**config.mk**
```make
export PLATFORM = sky130hd
export DESIGN_NAME = bf_loop_ctrl
export DESIGN_NICKNAME = d
export VERILOG_FILES = /design/src/rtl/bf_loop_ctrl.sv
export SDC_FILE = /design/constraint.sdc
export NUM_CORES = 1
export LEC_CHECK = 0
export CAP_MARGIN = 20
export CORE_ASPECT_RATIO = 0.9
export CORE_MARGIN = 2
export CORE_UTILIZATION = 50
export CTS_BUF_LIST = sky130_fd_sc_hd__clkbuf_8
export DETAILED_ROUTE_END_ITERATION = 8
export PLACE_DENSITY_LB_ADDON = 0.3
export REMOVE_ABC_BUFFERS = 1
export SLEW_MARGIN = 20
export SYNTH_ARGS = -nofsm -noshare
export SYNTH_HDL_FRONTEND = slang
export SYNTH_SLANG_ARGS = --single-unit
```
**constraint.sdc**
```tcl
create_clock -name clk -period 2.4 [get_ports clk]
set_input_delay 0.36 -clock clk [delete_from_list [all_inputs] [get_ports clk]]
set_output_delay 0.36 -clock clk [all_outputs]
set_load 0.05 [all_outputs]
```
**src/rtl/bf_loop_ctrl.sv**
```systemverilog
// Brainfuck loop-control stage: gates execution, resolves '[' / ']' against the bracket stack.
// Optional LOOP_CTRL_STATS_EN adds a saturating taken-back-jump counter (loop_iter_count).
module bf_loop_ctrl #(
    parameter int unsigned ADDR_W  = 8,
    parameter int unsigned DEPTH_W = 8
) (
    input  logic              clk,
    input  logic              reset_in,
    input  logic              instr_valid,
    input  logic [2:0]        instr_in,
    input  logic [ADDR_W-1:0] pc_in,
    input  logic              cell_zero_in,
    output logic              instr_ready,
    output logic              exec_en,
    output logic              pc_load,
    output logic [ADDR_W-1:0] pc_target,
    output logic              stk_push,
    output logic              stk_pop,
    output logic [ADDR_W-1:0] stk_data,
    input  logic [ADDR_W-1:0] stk_top,
    input  logic              stk_empty,
    input  logic              stk_full,
    output logic              err_unbalanced
`ifdef LOOP_CTRL_STATS_EN
    ,
    output logic [15:0]       loop_iter_count
`endif
);

    localparam logic [2:0]  OP_OPEN  = 3'd6;
    localparam logic [2:0]  OP_CLOSE = 3'd7;
    localparam int unsigned CNT_W    = 16;

    typedef enum logic [1:0] {
        ST_RUN,
        ST_ISSUE,
        ST_SKIP,
        ST_ERR
    } state_t;

    state_t              state_q;
    logic [DEPTH_W-1:0]  depth_q;
    logic                ready_q;
    logic                exec_q;
    logic                pc_load_q;
    logic                push_q;
    logic                pop_q;
    logic                err_q;
    logic [ADDR_W-1:0]   pc_target_q;
    logic [ADDR_W-1:0]   stk_data_q;
    logic [ADDR_W-1:0]   pc_target_d;
    logic                accept_c;

    // Back-jump lands just past the matching '['.
    assign pc_target_d = stk_top + ADDR_W'(1);
    assign accept_c    = instr_valid && ready_q;

    always_ff @(posedge clk or posedge reset_in) begin
        if (reset_in) begin
            state_q     <= ST_RUN;
            depth_q     <= '0;
            ready_q     <= 1'b1;
            exec_q      <= 1'b0;
            pc_load_q   <= 1'b0;
            push_q      <= 1'b0;
            pop_q       <= 1'b0;
            err_q       <= 1'b0;
            pc_target_q <= '0;
            stk_data_q  <= '0;
        end else begin
            exec_q    <= 1'b0;
            pc_load_q <= 1'b0;
            push_q    <= 1'b0;
            pop_q     <= 1'b0;
            case (state_q)
                ST_RUN: begin
                    if (accept_c) begin
                        case (instr_in)
                            OP_OPEN: begin
                                if (cell_zero_in) begin
                                    depth_q <= DEPTH_W'(1);
                                    state_q <= ST_SKIP;
                                end else if (stk_full) begin
                                    state_q <= ST_ERR;
                                    ready_q <= 1'b0;
                                    err_q   <= 1'b1;
                                end else begin
                                    push_q     <= 1'b1;
                                    stk_data_q <= pc_in;
                                    state_q    <= ST_ISSUE;
                                    ready_q    <= 1'b0;
                                end
                            end
                            OP_CLOSE: begin
                                if (stk_empty) begin
                                    state_q <= ST_ERR;
                                    ready_q <= 1'b0;
                                    err_q   <= 1'b1;
                                end else begin
                                    if (cell_zero_in) begin
                                        pop_q <= 1'b1;
                                    end else begin
                                        pc_load_q   <= 1'b1;
                                        pc_target_q <= pc_target_d;
                                    end
                                    state_q <= ST_ISSUE;
                                    ready_q <= 1'b0;
                                end
                            end
                            default: exec_q <= 1'b1;
                        endcase
                    end
                end
                ST_ISSUE: begin
                    state_q <= ST_RUN;
                    ready_q <= 1'b1;
                end
                ST_SKIP: begin
                    // Forward scan: only bracket nesting matters, nothing executes.
                    if (accept_c) begin
                        if (instr_in == OP_OPEN) begin
                            if (depth_q == '1) begin
                                state_q <= ST_ERR;
                                ready_q <= 1'b0;
                                err_q   <= 1'b1;
                            end else begin
                                depth_q <= depth_q + DEPTH_W'(1);
                            end
                        end else if (instr_in == OP_CLOSE) begin
                            depth_q <= depth_q - DEPTH_W'(1);
                            if (depth_q == DEPTH_W'(1)) begin
                                state_q <= ST_RUN;
                            end
                        end
                    end
                end
                default: begin
                    state_q <= ST_ERR;
                    ready_q <= 1'b0;
                    err_q   <= 1'b1;
                end
            endcase
        end
    end

    assign instr_ready    = ready_q;
    assign exec_en        = exec_q;
    assign pc_load        = pc_load_q;
    assign pc_target      = pc_target_q;
    assign stk_push       = push_q;
    assign stk_pop        = pop_q;
    assign stk_data       = stk_data_q;
    assign err_unbalanced = err_q;

`ifdef LOOP_CTRL_STATS_EN
    logic [CNT_W-1:0] iter_q;

    // Counts taken back-jumps, saturating.
    always_ff @(posedge clk or posedge reset_in) begin
        if (reset_in) begin
            iter_q <= '0;
        end else if (pc_load_q && (iter_q != '1)) begin
            iter_q <= iter_q + CNT_W'(1);
        end
    end

    assign loop_iter_count = iter_q;
`endif

endmodule
```
Word level (Yosys, flattened, before mapping). Cells that the tools add are included.

Register bits: 32. Bits of input ports: 25.

Add/subtract/negate cells: 3. Equal/unequal tests: 20. Mux-type cells: 53. Bitwise operators: 4. Reductions and logical operators: 10.

Operator list (number): 8-bit 2-to-1 mux (7); 1-bit 2-to-1 mux (30); 3-bit != test, second input constant (8); 2-bit 2-to-1 mux (9); 8-bit by 1-bit adder with 8-bit output, second input constant (2); 8-bit one-hot mux with 2 select lines (1); 2-bit != test, second input constant (6); 6-bit AND reduction (2); 5-bit AND reduction (2); 9-bit AND reduction (1); 8-bit by 1-bit equality test with 1-bit output, second input constant (1); 8-bit equality test, second input constant (1); 8-bit by 1-bit subtractor with 8-bit output, second input constant (1); 7-bit AND reduction (1); 3-bit equality test, second input constant (2); 1-bit one-hot mux with 3 select lines (2); 2-bit one-hot mux with 3 select lines (1); 1-bit NOT (4); 1-bit one-hot mux with 2 select lines (2); 2-bit one-hot mux with 2 select lines (1); 2-bit by 1-bit equality test with 1-bit output, second input constant (1); 2-bit equality test, second input constant (1); 2-bit zero test (1); 2-bit nonzero test (1); other kinds (2) (2).

Longest topological paths before layout. Gate-level depths: netlist (run 1).

Depth after elaboration: 6. Mapped depth: 6. Gate-level depth less buffers: 5.

Worst setup path before layout (run 1). Ideal clock, no wire load.

Path type: register to register. From: register ready_q, in the netlist instr_ready. To: register pc_target_q[1], in the netlist pc_target[1]. Library setup time: 0.125 ns. Data arrival time: 1.915 ns. Required time: 2.275 ns. Setup slack: 0.361 ns. Cell stages (with the launch flop): 6. Path buffers: 1. Period minus slack after synthesis: 2.039 ns. Cell sequence: dfstp_2 -> and3b_1 -> buf_4 -> nand3_4 -> nor4_4 -> mux2_2.

Word-level cells in the longest chain between the ends: 2.

RTL lines: start, declared (line 43) `logic ready_q;`; start signal, assigned (line 62) `ready_q <= 1'b1;`; start signal, assigned (line 85) `ready_q <= 1'b0;`; start signal, assigned (line 91) `ready_q <= 1'b0;`; 1-bit logical AND (line 56) `assign accept_c = instr_valid && ready_q;`; 5-bit AND reduction (no line); end signal, assigned (line 104) `pc_target_q <= pc_target_d;`; end, declared (line 49) `logic [ADDR_W-1:0] pc_target_q;`.

Every way passes these cells. A chain may end at the register's enable or synchronous reset.

Worst setup path after layout (run 1).
From: register ready_q, in the netlist instr_ready. To: output port instr_ready.

RTL lines: end, declared (line 13) `output logic instr_ready,`.

No word-level cell between the ends.

==> reports/metrics.yaml, run 1 <==
worst_setup_path:
  crit_path_top_delay_cell: "sky130_fd_sc_hd__clkdlybuf4s50_1"
  arrival_ps: 1620
  worstReg2RegEnd: "depth_q[4]"
  critical_path_required_ps: 2040
  start_kind: "flop"
  ff2ff_path_depth: 4
  r2r_start: "instr_ready"
  worstSetupPathDepth: 1
  rrSetupSlack_ps: 490
  highest_fanout_seen_on_the_critical_path: 4
  timing.critical_path.to: "instr_ready"
  crit_type: "reg2out"
  crit_chain: "clkdlybuf4s50_1"
  timing.critical_path.from: "instr_ready"
  critical_path_s_largest_stage_delay_ps: 810
  end_kind: "primary output"
  critical-path-top-delay-family: "buffers and inverters"
  cp_num_buf_inv: 1
floorplan:
  num_io_pins: 47
  placeable_core_region_um2: 3380
  design.die.area_um2: 4040
  die_width_um: 66.8
  row_count: 20
  initial_core_util_pct: 52.5
  die_height_um: 60.5
synthesis:
  syn_inst: 164
  average_instance_area_after_synthesis_um2: 10.8
  synth_edf_count: 0
  yosys.cell_types.count: 41
  async_reset_ff_share_pct: 100
  post_synth_instance_area_um2: 1770
  synth_sequential_area_ratio_pct: 45.2
  synthFlopType: "sky130_fd_sc_hd__dfrtp_1"
  ys_ff_latch: 32
  yosys_warnings: 0
place:
  buffer_ports.inserted: 46
  finalWeightedCongestion: 0.861
  dpl.hpwl_um: 3270
  dp_worst_slack_ps: 144
cells_and_area:
  layout_common_cells: "46 x sky130_fd_sc_hd__clkdlybuf4s50_1, 31 x sky130_fd_sc_hd__dfrtp_1, 15 x sky130_fd_sc_hd__mux2_2, 10 x sky130_fd_sc_hd__inv_1, 10 x sky130_fd_sc_hd__nor2_1"
  final_net_count: 251
  num_antenna_cells: 0
  area_delta_synth_final_pct: 37.4
  share_of_cells_above_drive_strength_1_pct: 17.0
  commonest_non_fill_non_tap_cell_in_the_layout: "sky130_fd_sc_hd__clkdlybuf4s50_1"
global_route:
  grt_first_pass_wirelength_um: 6830
  first_global_vias: 1452
  antenna_found_initial: 0
  grt_max_degree: 33
  globalRoute.totalOverflow: 0
  grt_use_total_pct: 23.2
clock_network:
  clk_pin_slew_ps: 60
  count_of_clock_tree_sinks: 32
  cts.htree.levels: 2
  tritoncts_clock_tree: "done"
  post_cts_resized: 0
  post-cts-setup-buffers: 0
  postCtsHoldBufs: 0
  cts.path.max_buffers: 2
  clock_tree.root_cell: "sky130_fd_sc_hd__clkbuf_8"
  number_of_buffers_inserted_during_clock_tree_synthesis: 5
  clock_insertion_delay_worst_skew_ps: 280
sta:
  final_min_period_over_clock_period_pct: 82.7
  max_slew_margin_pct: 64.1
  fmax_mhz: 504
  post-route-worst-setup-slack_ps: 416
  number_of_failing_setup_endpoints_in_the_final_timing_report: 0
  setup_total_negative_slack_ps: 0
  clock-skew-final_ps: 7.49
  report.final.hold_viol_count: 0
  slew_limit_fails: 0
  min_period_ps: 1980
  tightest_slew_ps: 535
  unrepaired_setup_endpoints_after_global_routing: "false"
run_status:
  run_status: "completed"
drt:
  drt-total-wl_um: 4260
  wl_per_cell_um: 15.9
  remaining_drc_errors: 0
  drt-pass1-iter-count: 4
  drtIter0Drc: 76
  vias_per_cell: 5.72
  antenna_left: 0
  num_vias: 1527
power_and_ir_drop:
  power.density_nw_per_um2: 924
  vdd_drop_max_v: 0.000622
  p_leak_nw: 1.09
run:
  maxCapViolations: 0
min_path:
  min-delay-path-class: "in2async"
[flip-flops by register name, summed over array words and instances, names as in the netlist]
name            flops
depth_q             8
pc_target           8
stk_data            8
state_q             2
err_unbalanced      1
exec_en             1
instr_ready         1
pc_load             1
stk_pop             1
stk_push            1
[report_power, final]
part / switching [W] / internal (W)
Combinational: 0.000563 / 0.000372
Sequential: 0.000154 / 0.000668
Clock: 0.000191 / 0.000303
Total: 0.000907 / 0.00134
[synthesized netlist by cell type (4+ instances only)]
cell type                   number  area [um^2]
sky130_fd_sc_hd__mux2_2         15          169
sky130_fd_sc_hd__dfrtp_1        31          776
sky130_fd_sc_hd__o21ai_0         5         25.0
sky130_fd_sc_hd__o2111ai_1       4         35.0
sky130_fd_sc_hd__nor2_1         10         37.5
sky130_fd_sc_hd__mux2i_1         4         40.0
sky130_fd_sc_hd__nor3_1          8         40.0
sky130_fd_sc_hd__a21oi_1         4         20.0
sky130_fd_sc_hd__inv_1           9         33.8
sky130_fd_sc_hd__nand2_1         7         26.3
sky130_fd_sc_hd__ha_1            4         50.1
sky130_fd_sc_hd__nand3_1         8         40.0
sky130_fd_sc_hd__xor2_1          4         35.0
sky130_fd_sc_hd__a22o_1          4         35.0
[cell type report]
| type | instances | area, um^2 |
|---|---|---|
| Fill cell | 241 | 942 |
| Multi-Input combinational cell | 119 | 910 |
| Sequential cell | 32 | 802 |
| Timing Repair Buffer | 55 | 528 |
| Clock buffer | 5 | 68.8 |
| Tap cell | 44 | 55.1 |
| Clock inverter | 3 | 38.8 |
| Inverter | 9 | 33.8 |
[kinds of logic after synthesis]
| logic type | count (synthesis) | synth area share [%] |
|---|---|---|
| adders and majority gates | 4 | 2.82 |
| buffers and inverters | 13 | 3.46 |
| xor gates and xnor gates | 7 | 3.46 |
| AOI/OAI and AO/OA | 28 | 11.7 |
| and+or+nand+nor | 61 | 21.5 |
| muxes | 19 | 11.8 |
| DFF | 32 | 45.2 |
[routing by layer]
metal / GRT usage [%] / routed length [um]
met1: 28.4 / 1720
met2: 39.1 / 2220
met3: 5.94 / 252
met4: 10.8 / 70
met5: 0 / 0
[worst min-delay path by stage]
stage	startpoint	endpoint	slack (ps)
after floorplan	stk_top[0]	pc_target[0]	450
after global placement	stk_data[1]	stk_data[1]	490
after detailed placement	stk_data[2]	stk_data[2]	500
after CTS	reset_in	state_q[1]	510
after global routing	stk_data[5]	stk_data[5]	530
final	reset_in	pc_target[2]	500
[metrics by stage]
| step | total power (W) | cells | hold slack [ps] | util (%) | area (um^2) |
|---|---|---|---|---|---|
| final | 0.00225 | 267 | 496 | 72.1 | 2440 |
| after global placement | 0.00172 | 259 | 487 | 68.9 | 2330 |
| after CTS | 0.00226 | 267 | 507 | 72.1 | 2440 |
| after global routing | 0.00238 | 267 | 525 | 72.1 | 2440 |
| after detailed placement | 0.00176 | 259 | 497 | 68.9 | 2330 |
| after floorplan | 0.00143 | 160 | 453 | - | 1750 |
Note: power is estimated with default switching activity, not from simulation.
==> run 2: changes to the inputs <==
==> constraint.sdc (replaced) <==
create_clock -name clk -period 1.9 [get_ports clk]
set_input_delay 0.285 -clock clk [delete_from_list [all_inputs] [get_ports clk]]
set_output_delay 0.285 -clock clk [all_outputs]
set_load 0.05 [all_outputs]
==> run 2 against run 1 <==
  * Final area rose by 3.4%
  * Die area did not move
  * Combinational power rose by 41%
  * Global-route usage rose by 0.60 points
  * Register-to-register slack got worse by 420 ps
  * First-iteration DRC count rose by 30%
  * Wire length rose by 4.5%
==> reports/metrics.yaml, run 2 (synthesized netlist as in run 1, its figures left out) <==
run_status:
  run_status: "completed"
clock_network:
  post_cts_resized: 0
  postCtsHoldBufs: 0
  clock_tree.root_cell: "sky130_fd_sc_hd__clkbuf_8"
  number_of_buffers_inserted_during_clock_tree_synthesis: 5
  post-cts-setup-buffers: 0
  tritoncts_clock_tree: "done"
  clock_insertion_delay_worst_skew_ps: 280
  clk_pin_slew_ps: 60
  cts.path.max_buffers: 2
  count_of_clock_tree_sinks: 32
  cts.htree.levels: 2
worst_setup_path:
  timing.critical_path.from: "instr_ready"
  crit_path_top_delay_cell: "sky130_fd_sc_hd__dfstp_2"
  critical_path_s_largest_stage_delay_ps: 530
  crit_chain: "and3b_1 > nand3_4 > nor4_4 > buf_4 > mux2_2"
  crit_type: "reg2reg"
  end_kind: "flop"
  start_kind: "flop"
  highest_fanout_seen_on_the_critical_path: 9
  critical_path_required_ps: 2070
  r2r_start: "instr_ready"
  arrival_ps: 1990
sta:
  final_min_period_over_clock_period_pct: 96.2
  final.hold.worst_slack_ps: 389
  fmax_mhz: 547
  tightest_slew_ps: 536
  unrepaired_setup_endpoints_after_global_routing: "false"
  number_of_failing_setup_endpoints_in_the_final_timing_report: 0
  max_slew_margin_pct: 64.1
  slew_limit_fails: 0
  clock-skew-final_ps: 3.23
  report.final.hold_viol_count: 0
  min_period_ps: 1830
  setup_total_negative_slack_ps: 0
cells_and_area:
  num_antenna_cells: 0
  share_of_cells_above_drive_strength_1_pct: 23.0
  final_net_count: 263
  area_delta_synth_final_pct: 42.1
  finish.cell_count_without_fillers: 279
  layout_common_cells: "45 x sky130_fd_sc_hd__clkdlybuf4s50_1, 31 x sky130_fd_sc_hd__dfrtp_1, 22 x sky130_fd_sc_hd__buf_4, 15 x sky130_fd_sc_hd__mux2_2, 10 x sky130_fd_sc_hd__nor2_1"
  layout.filler_cells: 236
  commonest_non_fill_non_tap_cell_in_the_layout: "sky130_fd_sc_hd__clkdlybuf4s50_1"
global_route:
  globalRoute.totalOverflow: 0
  grt_max_degree: 33
  antenna_found_initial: 0
  first_global_vias: 1567
  grt_use_total_pct: 23.8
  grt_first_pass_wirelength_um: 7050
drt:
  wl_per_cell_um: 15.9
  antenna_left: 0
  drtIter0Drc: 99
  num_vias: 1600
  drt-pass1-iter-count: 4
  remaining_drc_errors: 0
  drt-total-wl_um: 4450
  vias_per_cell: 5.73
floorplan:
  die_width_um: 66.8
  design.die.area_um2: 4040
  num_io_pins: 47
  placeable_core_region_um2: 3380
  die_height_um: 60.5
  row_count: 20
  initial_core_util_pct: 52.5
place:
  dpl.hpwl_um: 3470
  finalWeightedCongestion: 0.939
  buffer_ports.inserted: 46
  numPlacedInstances: 271
power_and_ir_drop:
  vdd_drop_max_v: 0.000755
  p_leak_nw: 1.15
  power.density_nw_per_um2: 1130
min_path:
  min-delay-path-class: "in2async"
run:
  maxCapViolations: 0
## run 2: changes by cell type in the layout (fill, tap and decap cells not counted), sizes merged
| cell | before | now |
|---|---|---|
| buf | 9 | 22 |
| bufinv | 1 | 0 |
| clkbuf | 5 | 6 |
| clkdlybuf4s50 | 46 | 45 |
| clkinv | 1 | 2 |
| inv | 10 | 9 |
## run 2: worst max-delay path: cells and delay by family (launching register included)
| family | cells | cell delay, ps |
|---|---|---|
| buf+inv | 1 | 210 |
| flops | 1 | 530 |
| mux | 1 | 350 |
| simple gates | 3 | 620 |
## run 2: worst paths after layout
path / endpoint / slack [ps] / cells after the start
hold reg to reg: pc_target[4] / 500 / 1
min in group clk: pc_target[4] / 500 / 1
setup / recovery: pc_target[3] / 70 / 5
max in group asynchronous: instr_ready / 1190 / 3
setup reg to reg: pc_target[3] / 70 / 5
hold / removal: pc_target[7] / 390 / 3
## run 2: per-stage QoR
step	instance area, um^2	setup slack (ps)	utilization, %	power [W]
floorplan	1750	-148	-	0.00180
global placement	2420	-112	71.5	0.00225
detailed placement	2420	-196	71.5	0.00231
CTS	2510	46.8	74.3	0.00285
global route	2520	0.814	74.6	0.00300
finish	2520	72.4	74.6	0.00284
## run 2: power breakdown
part / internal, W / leakage [nW] / switching (W)
clock network: 0.000288 / 0.0510 / 0.000236
logic: 0.000535 / 0.687 / 0.000785
registers: 0.000845 / 0.407 / 0.000155
## run 2: area by class of cell
cell class / instances / area (um^2) / share of cell area (%)
Clock buffer: 6 / 82.6 / 3.28
Clock inverter: 2 / 10.0 / 0.397
Inverter: 9 / 33.8 / 1.34
Multi-Input combinational cell: 119 / 921 / 36.5
Sequential cell: 32 / 802 / 31.8
Tap cell: 44 / 55.1 / 2.18
Timing Repair Buffer: 67 / 616 / 24.4
## run 2: layer usage
layer	routed length, um	share of wire, %	vias to the layer above	GRT usage, %
met1	1790	40	757	27.7
met3	290	6.5	12	5.57
met5	0	0	-	0
met4	90	2.0	0	11.7
li1	-	-	753	-
met2	2280	51	78	42.0
